==> config.mk <==
export PLATFORM = sky130hd
export DESIGN_NAME = command_credit_scheduler_flat
export DESIGN_NICKNAME = d
export VERILOG_FILES = /design/src/rtl/command_credit_scheduler_if.sv /design/src/rtl/command_credit_scheduler.sv /design/src/flat_wrapper.sv
export SDC_FILE = /design/constraint.sdc
export NUM_CORES = 1
export LEC_CHECK = 0
export ABC_AREA = 1
export BUFFER_PORTS_ARGS = -buffer_cell sky130_fd_sc_hd__buf_2
export CORE_AREA = 5 5 202 204
export CTS_CLUSTER_SIZE = 8
export DETAILED_ROUTE_END_ITERATION = 7
export DIE_AREA = 0 0 207 209
export PLACE_DENSITY = 0.5
export SLEW_MARGIN = 25
export SYNTH_ARGS = -nofsm -noshare
export SYNTH_HDL_FRONTEND = slang
export SYNTH_SLANG_ARGS = --single-unit
==> constraint.sdc <==
create_clock -name clock -period 3.2 [get_ports clock]
set_clock_uncertainty 0.05 [all_clocks]
set_input_delay 0.16 -clock clock [delete_from_list [all_inputs] [get_ports clock]]
set_output_delay 0.16 -clock clock [all_outputs]
set_load 0.02 [all_outputs]
==> src/rtl/command_credit_scheduler_if.sv <==
// Command line type and the scheduler's bus interface. The scheduler connects
// through the master modport; the command buffers/PSL side uses the slave modport.
package command_credit_scheduler_pkg;

  // CAPI command codes carried on the command port; INVALID marks an idle slot.
  typedef enum logic [12:0] {
    INVALID    = 13'h0000,
    RESTART    = 13'h0001,
    READ_CL_NA = 13'h0A00,
    READ_CL_S  = 13'h0A50,
    WRITE_NA   = 13'h0D00,
    WRITE_MI   = 13'h0D60
  } command_type_t;

  typedef struct packed {
    logic          valid;
    logic [7:0]    cmd;
    command_type_t command;
    logic [63:0]   address;
    logic [11:0]   size;
  } CommandBufferLine;

  localparam CommandBufferLine COMMAND_BUFFER_LINE_IDLE = '{
    valid:   1'b0,
    cmd:     8'h00,
    command: INVALID,
    address: 64'h0,
    size:    12'h0
  };

endpackage

interface command_credit_scheduler_if #(
  parameter int NUM_REQUESTS = 4,
  parameter int CREDIT_WIDTH = 8
);
  import command_credit_scheduler_pkg::*;

  logic                                 enabled_in;
  logic [CREDIT_WIDTH-1:0]              credit_init;
  logic                                 response_valid;
  CommandBufferLine [NUM_REQUESTS-1:0]  command_buffer_in;
  logic [NUM_REQUESTS-1:0]              requests;
  CommandBufferLine                     command_arbiter_out;
  logic [NUM_REQUESTS-1:0]              ready;
  logic [CREDIT_WIDTH-1:0]              credits;
  logic                                 drained;
  logic                                 credit_error;

  modport master (
    input  enabled_in,
    input  credit_init,
    input  response_valid,
    input  command_buffer_in,
    input  requests,
    output command_arbiter_out,
    output ready,
    output credits,
    output drained,
    output credit_error
  );

  modport slave (
    output enabled_in,
    output credit_init,
    output response_valid,
    output command_buffer_in,
    output requests,
    input  command_arbiter_out,
    input  ready,
    input  credits,
    input  drained,
    input  credit_error
  );

endinterface

==> src/rtl/command_credit_scheduler.sv <==
// Credit-aware scheduler sharing the CAPI command port between NUM_REQUESTS buffers.
// Define CMD_SCHED_ROUND_ROBIN_EN for round-robin; otherwise fixed priority (index 0 first).
module command_credit_scheduler
  import command_credit_scheduler_pkg::*;
#(
  parameter int NUM_REQUESTS = 4,
  parameter int CREDIT_WIDTH = 8
) (
  input  logic                       clock,
  input  logic                       rst,
  command_credit_scheduler_if.master bus
);

  localparam int IDX_W = (NUM_REQUESTS > 1) ? $clog2(NUM_REQUESTS) : 1;
  localparam int SUM_W = IDX_W + 1;

  localparam logic [1:0] IDLE  = 2'd0;
  localparam logic [1:0] LOAD  = 2'd1;
  localparam logic [1:0] RUN   = 2'd2;
  localparam logic [1:0] DRAIN = 2'd3;

  logic [1:0]              state_reg, state_next;
  logic [CREDIT_WIDTH-1:0] credits_reg, credits_next;
  logic [CREDIT_WIDTH-1:0] limit_reg, limit_next;
  logic                    credit_error_reg, credit_error_next;
  CommandBufferLine        out_reg, out_next;

  logic             grant_en;
  logic [IDX_W-1:0] grant_idx;
  logic             at_limit;
  logic             resp_ok;

  genvar gi;

  assign at_limit = (credits_reg == limit_reg);
  assign grant_en = (state_reg == RUN) && (credits_reg != '0) && (|bus.requests);

`ifdef CMD_SCHED_ROUND_ROBIN_EN
  localparam logic [IDX_W-1:0] PTR_RESET = IDX_W'(NUM_REQUESTS - 1);

  logic [IDX_W-1:0]        ptr_reg, ptr_next;
  logic [NUM_REQUESTS-1:0] rot_req;
  logic [IDX_W-1:0]        rot_idx [NUM_REQUESTS];

  // Position gi of the rotated view is requester (ptr + 1 + gi) mod NUM_REQUESTS.
  generate
    for (gi = 0; gi < NUM_REQUESTS; gi++) begin : g_rot
      logic [SUM_W-1:0] sum;
      assign sum = {1'b0, ptr_reg} + SUM_W'(gi + 1);
      assign rot_idx[gi] = (sum >= SUM_W'(NUM_REQUESTS)) ?
                           IDX_W'(sum - SUM_W'(NUM_REQUESTS)) : sum[IDX_W-1:0];
      assign rot_req[gi] = bus.requests[rot_idx[gi]];
    end
  endgenerate

  always_comb begin
    grant_idx = '0;
    for (int k = NUM_REQUESTS - 1; k >= 0; k--) begin
      if (rot_req[k]) begin
        grant_idx = rot_idx[k];
      end
    end
  end

  assign ptr_next = grant_en ? grant_idx : ptr_reg;

  always_ff @(posedge clock or posedge rst) begin
    if (rst) begin
      ptr_reg <= PTR_RESET;
    end else begin
      ptr_reg <= ptr_next;
    end
  end
`else
  always_comb begin
    grant_idx = '0;
    for (int k = NUM_REQUESTS - 1; k >= 0; k--) begin
      if (bus.requests[k]) begin
        grant_idx = IDX_W'(k);
      end
    end
  end
`endif

  // grant_idx always points at a requester with its bit set, so ready stays one-hot.
  generate
    for (gi = 0; gi < NUM_REQUESTS; gi++) begin : g_ready
      assign bus.ready[gi] = grant_en && (grant_idx == IDX_W'(gi));
    end
  endgenerate

  always_comb begin
    state_next        = state_reg;
    credits_next      = credits_reg;
    limit_next        = limit_reg;
    credit_error_next = credit_error_reg;
    resp_ok           = 1'b0;
    out_next          = COMMAND_BUFFER_LINE_IDLE;

    case (state_reg)
      IDLE: begin
        credits_next = '0;
        if (bus.response_valid) begin
          credit_error_next = 1'b1;
        end
        if (bus.enabled_in) begin
          state_next = LOAD;
        end
      end
      LOAD: begin
        credits_next = bus.credit_init;
        limit_next   = bus.credit_init;
        if (bus.response_valid) begin
          credit_error_next = 1'b1;
        end
        state_next = RUN;
      end
      RUN, DRAIN: begin
        // A response with every credit already home is spurious: flag it and drop it.
        if (bus.response_valid) begin
          if (at_limit) begin
            credit_error_next = 1'b1;
          end else begin
            resp_ok = 1'b1;
          end
        end
        if (grant_en && !resp_ok) begin
          credits_next = credits_reg - CREDIT_WIDTH'(1);
        end else if (!grant_en && resp_ok) begin
          credits_next = credits_reg + CREDIT_WIDTH'(1);
        end

        if (state_reg == RUN) begin
          if (!bus.enabled_in) begin
            state_next = DRAIN;
          end
        end else if (at_limit) begin
          state_next   = IDLE;
          credits_next = '0;
        end else if (bus.enabled_in) begin
          state_next = RUN;
        end
      end
      default: begin
        state_next = IDLE;
      end
    endcase

    if (grant_en) begin
      out_next       = bus.command_buffer_in[grant_idx];
      out_next.valid = 1'b1;
    end
  end

  always_ff @(posedge clock or posedge rst) begin
    if (rst) begin
      state_reg        <= IDLE;
      credits_reg      <= '0;
      limit_reg        <= '0;
      credit_error_reg <= 1'b0;
      out_reg          <= COMMAND_BUFFER_LINE_IDLE;
    end else begin
      state_reg        <= state_next;
      credits_reg      <= credits_next;
      limit_reg        <= limit_next;
      credit_error_reg <= credit_error_next;
      out_reg          <= out_next;
    end
  end

  assign bus.command_arbiter_out = out_reg;
  assign bus.credits             = credits_reg;
  assign bus.drained             = (state_reg == IDLE) || ((state_reg == DRAIN) && at_limit);
  assign bus.credit_error        = credit_error_reg;

endmodule

==> src/flat_wrapper.sv <==
// flat-port wrapper written by rule: the top's interface ports become plain ports
module command_credit_scheduler_flat import command_credit_scheduler_pkg::*;
#(
  parameter int NUM_REQUESTS = 4,
  parameter int CREDIT_WIDTH = 8
)
  (clock, rst, bus_enabled_in, bus_credit_init, bus_response_valid, bus_command_buffer_in, bus_requests, bus_command_arbiter_out, bus_ready, bus_credits, bus_drained, bus_credit_error);
  command_credit_scheduler_if #(.NUM_REQUESTS(NUM_REQUESTS), .CREDIT_WIDTH(CREDIT_WIDTH)) bus_i ();
  input  logic clock;
  input  logic rst;
  input wire logic [$bits(bus_i.enabled_in)-1:0] bus_enabled_in;
  input wire logic [$bits(bus_i.credit_init)-1:0] bus_credit_init;
  input wire logic [$bits(bus_i.response_valid)-1:0] bus_response_valid;
  input wire logic [$bits(bus_i.command_buffer_in)-1:0] bus_command_buffer_in;
  input wire logic [$bits(bus_i.requests)-1:0] bus_requests;
  output wire logic [$bits(bus_i.command_arbiter_out)-1:0] bus_command_arbiter_out;
  output wire logic [$bits(bus_i.ready)-1:0] bus_ready;
  output wire logic [$bits(bus_i.credits)-1:0] bus_credits;
  output wire logic [$bits(bus_i.drained)-1:0] bus_drained;
  output wire logic [$bits(bus_i.credit_error)-1:0] bus_credit_error;
  assign bus_i.enabled_in = bus_enabled_in;
  assign bus_i.credit_init = bus_credit_init;
  assign bus_i.response_valid = bus_response_valid;
  assign bus_i.command_buffer_in = bus_command_buffer_in;
  assign bus_i.requests = bus_requests;
  assign bus_command_arbiter_out = bus_i.command_arbiter_out;
  assign bus_ready = bus_i.ready;
  assign bus_credits = bus_i.credits;
  assign bus_drained = bus_i.drained;
  assign bus_credit_error = bus_i.credit_error;
  command_credit_scheduler #(.NUM_REQUESTS(NUM_REQUESTS), .CREDIT_WIDTH(CREDIT_WIDTH)) u_core (.clock(clock), .rst(rst), .bus(bus_i));
endmodule
# [Word level (Yosys, flattened, before mapping)]
# Index checks and enable logic that the tools add are counted.
# Widths: inputs -> output; s select.
[totals] ff_bits=117 input_bits=408
[classes] reduce_logical=20 magnitude_cmp=1 n_eq_ne=13 muxes=25 addsub=2
[op_table] operator="$bmux 98 s2" count=1
[op_table] operator="$mux 98" count=1
[op_table] operator="$mux 97" count=1
[op_table] operator="$mux 8" count=4
[op_table] operator="$pmux 8 s3" count=1
[op_table] operator="$mux 2" count=9
[op_table] operator="$logic_and 1x1->1" count=9
[op_table] operator="$add 8x1->8 const B" count=1
[op_table] operator="$eq 2x2->1 const B" count=4
[op_table] operator="$eq 8x8->1" count=1
[op_table] operator="$reduce_bool 8->1" count=1
[op_table] operator="$sub 8x1->8 const B" count=1
[op_table] operator="$mux 1" count=6
[op_table] operator="$pmux 2 s3" count=1
[op_table] operator="$reduce_and 3->1" count=2
[op_table] operator="$eq 2x1->1 const B" count=2
[op_table] operator="$logic_not 2->1" count=2
[op_table] operator="$ne 2x1->1 const B" count=2
[op_table] operator="$ne 2x2->1 const B" count=2
[op_table] operator="$ne 4x2->1 const B" count=1
[op_table] operator="$reduce_or 2->1" count=2
[op_table] operator="$reduce_or 4->1" count=1
[op_table] operator="$lt 2x3->1 const B" count=1
[op_table] operator="$ne 3x3->1 const B" count=1
[op_table] operator="3 further kinds" count=4

# [Depth between registers and ports, before layout]
# Gate-level depths: netlist of the first run.
[depth] depth_word=10 mapped_depth=14 depth_no_buf=14

# [Worst setup path after synthesis of the first run]
# No wires, ideal clock.
[synth_path] kind="register to output" startpoint="reg u_core.credits_reg[1] (netlist: u_core.bus.credits[1])" endpoint="out bus_ready[2]" arrival_ns=1.973 path_stages_with_launch=10 slack_ns=1.017 n_path_buf=2 required_time_ns=2.990 path_cell_list="dfrtp_1 -> inv_1 -> ha_1 -> inv_1 -> nor3_1 -> nand2_1 -> nand3_2 -> buf_6 -> buf_2 -> nor4_1"
[synth_between] elab_chain_cells=4
[synth_lines] item="start, declared" line="command_credit_scheduler.sv:23" text="logic [CREDIT_WIDTH-1:0] credits_reg, credits_next;"
[synth_lines] item="start signal, assigned" line="command_credit_scheduler.sv:164" text="credits_reg <= credits_next;"
[synth_lines] item="$reduce_bool 8->1" line="command_credit_scheduler.sv:36" text="assign grant_en = (state_reg == RUN) && (credits_reg != '0) && (|bus.requests);"
[synth_lines] item="$logic_and 1x1->1 (2 in series)" line="command_credit_scheduler.sv:36"
[synth_lines] item="$logic_and 1x1->1" line="command_credit_scheduler.sv:88" text="assign bus.ready[gi] = grant_en && (grant_idx == IDX_W'(gi));"
[synth_lines] item="end, declared" line="flat_wrapper.sv:17" text="output wire logic [$bits(bus_i.ready)-1:0] bus_ready;"
# No other way between the ends.

# [Worst setup path in the final report of the first run]
[layout_path] startpoint="reg u_core.credits_reg[1] (netlist: u_core.bus.credits[1])" endpoint="out bus_ready[0]"
# Same word-level chain as after synthesis.

==> reports/metrics.cfg, run 1 <==
[die]
initial_core_util = 0.183
die_h_um = 209
io-pin-count = 520
die-area_mm2 = 0.0433
core_mm2 = 0.0391
die_w_um = 207
row_count = 73

[finish]
drive_gt1_frac = 0.353
multi_input_area_mm2 = 0.00326
utilization = 0.315
num-fill-cells = 4300
fin_nets = 2063
regArea_mm2 = 0.00293
largest_reg_flops = 98
syn2layout_area_growth_pct = 72.7

[clocking]
post_cts.repair.setup_buffers = 0
clock_path_buffers = 2
path_clk_slew_ns = 0.05
cts_resized = 0
numClockSinks = 117
cts_root_buf = clkbuf_16
cts_tree = built
clk_latency_ns = 0.43
cts_max_level = 4
cts_made_buffers = 17

[run_status]
status = finished clean

[setup_path]
r2r_cells = 9
cp-start-kind = register
cp-startpoint = u_core.bus.credits[1]$_DFF_PP0_
critical_path_required_ns = 2.99
critPathKind = reg -> out
crit_path_end_kind = primary output
crit_slowest_cell = dfrtp_1
r2r-end = u_core.bus.command_arbiter_out[91]$_DFF_PP0_
slowest_delay_ns = 0.41
r2r_slack_ns = 0.65
path_common_cell = inv_1
critPathArrivalTime_ns = 2.40
cp_cell_sequence = inv_1 > ha_1 > inv_1 > nor3_1 > nand2_1 > nand3_4 > buf_4 > nor2_1 > buf_2
endpoint = bus_ready[0]
rr_startpoint = u_core.bus.credits[1]$_DFF_PP0_
path_max_fanout = 21

[logic_synthesis]
synth_compound_area_frac = 0.181
ys_types = 33
yosys.area.top_type_share = 0.410
synth_warnings = 0
synth_top_family_by_area = simple AND/OR/NAND/NOR gates
synthesis.instances = 1017
synthTopCellsByArea = dfrtp_1 (41%), nand2_1 (14%), inv_1 (8.8%), nand3_1 (8.1%), a21oi_1 (7.9%)
synth-xor-area-share = 0.0123
synthAdderAreaFrac = 0.00526
synth_top_area_cell = dfrtp_1
synth_fp_nets = 1428
yosys.area_share.simple = 0.256
seq_area_frac_synth = 0.410
synthesis.area_per_instance_um2 = 7.02
synth_seq_cells = 117
syn_area_mm2 = 0.00714
synthMuxAreaShare = 0

[grt]
grt_pass1_wl_um = 55500
globalRouteMet1Util = 0.200
grt_max_degree = 60
grt_use_met3 = 0.0509
track_usage = 0.162
antenna_found_initial = 3
grt_overflow = 0
gr-usage-met2 = 0.266
top_usage_layer = met2
grt_pass1_vias = 9662

[power]
finalPower_mw = 6.72
powerDensity_mw_per_mm2 = 545
peakVddDrop_mv = 0.385
p_leak_nw = 6.94

[drt]
avgViaCountPerCell = 4.32
first_pass_iters = 5
vias = 9467
route.detailed.drc = 0
wl_per_cell_um = 16.8
wl_um = 36800
antenna_left = 0
drtIter0Drc = 814

[placed_design]
port-buffer-count = 515
gp_congestion = 0.956
hpwl_um = 27600

[timing]
worst_pin_slew_ns = 0.847
fmax_mhz = 383
timing_hold_violations_final = 0
rsz0062_at_grt = false
timing.setup.tns_ns = 0
setup_violations = 0
drv_slew = 0
period_needed_ns = 2.61
relSlewSlack = 0.436
min_period_over_period = 0.816

[worst_hold_path]
holdCritStartpoint = bus_command_buffer_in[134]
hold_path.class = in -> reg

[flow_run]
max_cap_violations = 0

==> layer usage <==
metal / up-vias / wire length (µm)
met3: 71 / 2960
met4: 2 / 1120
met5: - / 7
met2: 433 / 17700
li1: 4550 / -
met1: 4411 / 15000
==> layout make-up <==
type,count,share of cell area
antenna,2,0.000406
clock buffer,19,0.0367
clock inverter,12,0.0107
inverter,175,0.0537
multi-input combinational,658,0.265
sequential,117,0.237
tap,525,0.0533
timing repair buffer,683,0.343
==> cells in the mapped netlist (all sizes together) <==
cell type / instances
inv: 175
a21oi: 113
ha: 3
nand2: 267
nand3: 118
a21o: 1
o21ai: 66
buf: 27
dfrtp: 117
clkbuf: 40
or2: 1
a22oi: 1
o2111ai: 42
nor2: 25
xnor2: 4
nand3b: 2
nor3: 3
a31oi: 1
nand4: 4
xor2: 6
nor4: 1
==> worst min path at each step <==
stage	endpoint	slack, ns	cells past startpoint
floorplan	u_core.bus.credits[7]$_DFF_PP0_	0.24	2
global placement	u_core.bus.credits[6]$_DFF_PP0_	0.34	3
detailed placement	u_core.bus.credits[6]$_DFF_PP0_	0.34	3
CTS	u_core.bus.command_arbiter_out[43]$_DFF_PP0_	0.0007	5
global route	u_core.bus.command_arbiter_out[78]$_DFF_PP0_	0.01	3
finish	u_core.bus.command_arbiter_out[36]$_DFF_PP0_	0.03	3
==> per-stage QoR <==
stage	area, µm²	setup WS (ns)	hold WS (ns)	instances
5_1_grt	12300	0.327	0.0143	2191
2_1_floorplan	7140	1.02	0.240	1017
4_1_cts	12300	0.478	0.000683	2189
3_5_place_dp	10200	0.756	0.340	2006
6_report	12300	0.590	0.0326	2191
3_3_place_gp	10200	0.858	0.337	2006
==> cell usage in the layout (no fill, tap or decap), types with 2 or more instances in the layout <==
cell / Yosys / layout
ha_1: 3 / 3
buf_4: 1 / 16
o21ai_1: 3 / 3
nand2_4: 3 / 3
o21ai_0: 63 / 63
nand3_1: 115 / 115
dfrtp_1: 117 / 117
nand3b_1: 2 / 2
o2111ai_1: 42 / 42
clkinv_2: 0 / 4
dlygate4sd3_1: 0 / 152
inv_2: 8 / 7
bufinv_16: 0 / 2
inv_1: 167 / 166
clkinv_4: 0 / 3
xor2_1: 6 / 6
nand2_2: 3 / 3
clkbuf_16: 0 / 17
nor2_1: 20 / 20
xnor2_1: 4 / 4
a21oi_1: 112 / 112
clkbuf_8: 0 / 2
nor2_4: 2 / 3
nand2_1: 261 / 261
nand3_4: 1 / 3
diode_2: 0 / 2
nor2_2: 3 / 2
buf_2: 21 / 514
nand4_1: 4 / 4
nor3_1: 3 / 3
clkinvlp_4: 0 / 5
==> power by group <==
group	leakage [nW]	total [mW]	internal, mW	switching (mW)
clock	0.277	1.90	1.18	0.720
sequential	1.51	2.03	1.82	0.212
combinational	5.16	2.79	1.07	1.72
==> cell families (layout without fill, tap and decap cells) <==
group,Yosys count,count (layout)
AOI/OAI and AO/OA,224,224
xor gates and xnor gates,10,10
adders and majority gates,3,3
buffers and inverters,242,889
DFF,117,117
other,0,2
and+or+nand+nor,421,421
==> what timing repair did <==
action | in CTS | in global routing
hold buffers | 152 | 0
endpoints found under the hold margin | 201 | 0
endpoints found under the setup margin | 0 | 0
==> critical path: cells and delay by family (launching register included) <==
family / cells / cell delay, ns
buf+inv: 4 / 0.78
simple gates: 4 / 0.58
fa+ha+maj: 1 / 0.19
flops: 1 / 0.41
Power figures use the tool's default switching activity.
==> inputs of run 2 (changes only) <==
ABC_AREA = 0   (was 1)
CORE_AREA = 5 5 197 199   (was 5 5 202 204)
DIE_AREA = 0 0 202 204   (was 0 0 207 209)
PLACE_DENSITY = 0.48   (was 0.5)
clock period = 2.2 ns   (was 3.2 ns; I/O delays follow)
==> reports/metrics.cfg, run 2 <==
[timing]
drv_slew = 0  ; unchanged
setup_violations = 0  ; unchanged
whs_ns = 0.0583  ; +0.0257 ns
timing.setup.tns_ns = 0  ; unchanged
fin_ws_ns = 0.0408  ; -0.549 ns
worst_pin_slew_ns = 0.836  ; -0.0110 ns
timing_hold_violations_final = 0  ; unchanged
relSlewSlack = 0.443  ; +0.00735
fmax_mhz = 463
rsz0062_at_grt = true
period_needed_ns = 2.16
min_period_over_period = 0.981

[drt]
vias = 8568  ; -9.5%
avgViaCountPerCell = 4.55  ; +5.3%
route.detailed.drc = 0  ; unchanged
drtIter0Drc = 963  ; +18%
wl_per_cell_um = 18.0  ; +7.3%
first_pass_iters = 8  ; +3
wl_um = 34000  ; -7.8%
antenna_left = 0  ; unchanged

[clocking]
cts_root_buf = clkbuf_16
path_clk_slew_ns = 0.05  ; about the same
cts_tree = built
cts_made_buffers = 17  ; unchanged
cts_max_level = 4  ; unchanged
clk_latency_ns = 0.42  ; about the same
numClockSinks = 117  ; unchanged
clock_path_buffers = 2  ; unchanged

[die]
die-area_mm2 = 0.0412  ; -4.8%
io-pin-count = 520  ; unchanged
die_w_um = 202  ; -2.4%
die_h_um = 204  ; -2.4%
row_count = 71  ; -2.7%
initial_core_util = 0.155  ; -0.0279
core_mm2 = 0.0370  ; -5.2%

[placed_design]
pre_cts_ws_ns = 0.0110  ; -0.745 ns
port-buffer-count = 515  ; unchanged
hpwl_um = 23400  ; -15%
placed_cell_area_mm2 = 0.00910  ; -11%
gp_congestion = 0.862  ; -9.9%

[setup_path]
crit_slowest_cell = dfrtp_2
critPathKind = reg -> out
critical_path_required_ns = 2.04  ; -0.95 ns
path_common_cell = buf_6
cp-startpoint = u_core.bus.credits[1]$_DFF_PP0_
crit_path_end_kind = primary output
cp_cell_sequence = buf_6 > xor2_1 > nor4_2 > buf_4 > nand3_4 > nand2_4 > nand2_2 > inv_2 > buf_6
critPathArrivalTime_ns = 2.00  ; -0.40 ns
path_max_fanout = 4  ; -81%
rr_startpoint = u_core.bus.credits[1]$_DFF_PP0_
slowest_delay_ns = 0.44  ; +0.03 ns
cp-start-kind = register

[grt]
track_usage = 0.152  ; -0.00940
grt_use_met3 = 0.0511  ; +0.000202
grt_pass1_wl_um = 49300  ; -11%
globalRouteMet1Util = 0.176  ; -0.0240
grt_max_degree = 54  ; -10%
grt_overflow = 0  ; unchanged
gr-usage-met2 = 0.262  ; -0.00435
grt_pass1_vias = 8956  ; -7.3%
top_usage_layer = met2
antenna_found_initial = 2  ; -1

[power]
powerDensity_mw_per_mm2 = 855  ; +57%
p_leak_nw = 6.15  ; -11%
finalPower_mw = 10.9  ; +62%
peakVddDrop_mv = 0.574  ; +49%

[logic_synthesis]
seq_area_frac_synth = 0.511  ; +0.101
synth_top_area_cell = dfrtp_1
synthTopCellsByArea = dfrtp_1 (51%), a222oi_1 (17%), nand2_1 (8.6%), a21oi_1 (8.5%), clkbuf_1 (3.3%)
synth.most_common_cell = nand2_1
synthesis.area_per_instance_um2 = 9.82  ; +40%
synth_common_cells = nand2_1 (132), dfrtp_1 (117), a21oi_1 (97), a222oi_1 (97), clkbuf_1 (50)
synthesis.instances = 584  ; -43%
ys_types = 42  ; +27%
synth_fp_nets = 995  ; -30%
synth_ff_type = dfrtp_1
synthArstFlopShare = 1.00  ; unchanged
syn_area_mm2 = 0.00573  ; -20%
synth_seq_cells = 117  ; unchanged
synth_edf_count = 0  ; unchanged
synth_warnings = 0  ; unchanged
yosys.area.top_type_share = 0.511  ; +0.101

[flow_run]
max_cap_violations = 0  ; unchanged

[worst_hold_path]
hold_path.class = in -> reg
holdCritStartpoint = bus_command_buffer_in[301]

[finish]
largest_reg_flops = 98  ; unchanged
final_cell_mix = buf_2 (512), dlygate4sd3_1 (291), nand2_1 (130), dfrtp_1 (112)
drive_gt1_frac = 0.437  ; +0.0840
fin_nets = 1806  ; -12%
final_common_cell = buf_2
syn2layout_area_growth_pct = 122
fin_area_mm2 = 0.0128  ; +3.4%

[run_status]
status = finished clean

run 2: cell types whose count changed in the layout (fill, tap and decap cells not counted), moves of 5 or more:
cell and change:
buf_4 +17, a21oi_1 -15, dfrtp_1 -5, inv_1 -166
o21ai_0 -59, dfrtp_2 +5, o2111ai_1 -42, nand3_1 -113
dlygate4sd3_1 +139, buf_12 +9, nand2_1 -131, nor2_1 -15
a222oi_1 +97
run 2: final timing paths:
| check | endpoint | slack, ns | depth (start not counted) |
|---|---|---|---|
| setup / recovery | bus_drained | 0.04 | 9 |
| min in group asynchronous | u_core.bus.command_arbiter_out[8]$_DFF_PP0_ | 0.24 | 3 |
| hold reg to reg | u_core.bus.credit_error$_DFFE_PP0P_ | 0.41 | 1 |
| max in group asynchronous | u_core.bus.command_arbiter_out[97]$_DFF_PP0_ | 1.26 | 4 |
| hold / removal | u_core.bus.command_arbiter_out[7]$_DFF_PP0_ | 0.06 | 3 |
| setup reg to reg | u_core.bus.credits[7]$_DFF_PP0_ | 0.14 | 9 |
run 2: timing repair:
action | in CTS | in global routing
resized for setup | 8 | 17
hold buffers | 291 | 0
pin swaps | 2 | 6
setup buffers | 3 | 7
endpoints found under the setup margin | 5 | 10
hold endpoints to repair | 127 | 0
cloned | 0 | 0
run 2: logic make-up after synthesis:
logic type | synth area share
XOR/XNOR | 0.0244
flip-flops | 0.511
multiplexers | 0.00895
buffers and inverters | 0.0443
AO/OA/AOI/OAI | 0.272
AND/OR/NAND/NOR | 0.133
adder cells (fa/ha/maj) | 0.00655
run 2: layout make-up:
class	instances	area, µm²
inverters	5	25.0
fillers	3768	24300
multi-input cells	403	2640
clock inverters	9	103
repair buffers	851	5980
diodes	2	5.00
flip-flops and latches	117	2930
well taps	474	593
clock buffers	23	468
run 2: worst max-delay path, delay by kind of cell, from the launching register on:
family                    cells  cell delay (ns)
and+or+nand+nor               4             0.49
buffers and inverters         4             0.49
xor gates and xnor gates      1             0.15
DFF                           1             0.44
run 2: where the power goes:
| part | switching, mW | internal, mW |
|---|---|---|
| Clock | 1.03 | 1.72 |
| Sequential | 0.319 | 2.83 |
| Combinational | 2.86 | 2.16 |
run 2: stage by stage:
stage                     instances  utilization
after global placement         1549        0.246
after floorplan                 584            -
final                          1884        0.344
after global routing           1882        0.344
after detailed placement       1549        0.246
after CTS                      1875        0.341
run 2: per-layer routing:
metal / routed length, µm / up-vias
li1: - / 3880
met1: 13000 / 4140
met2: 16900 / 493
met3: 3090 / 55
met4: 978 / 0
met5: 0 / -
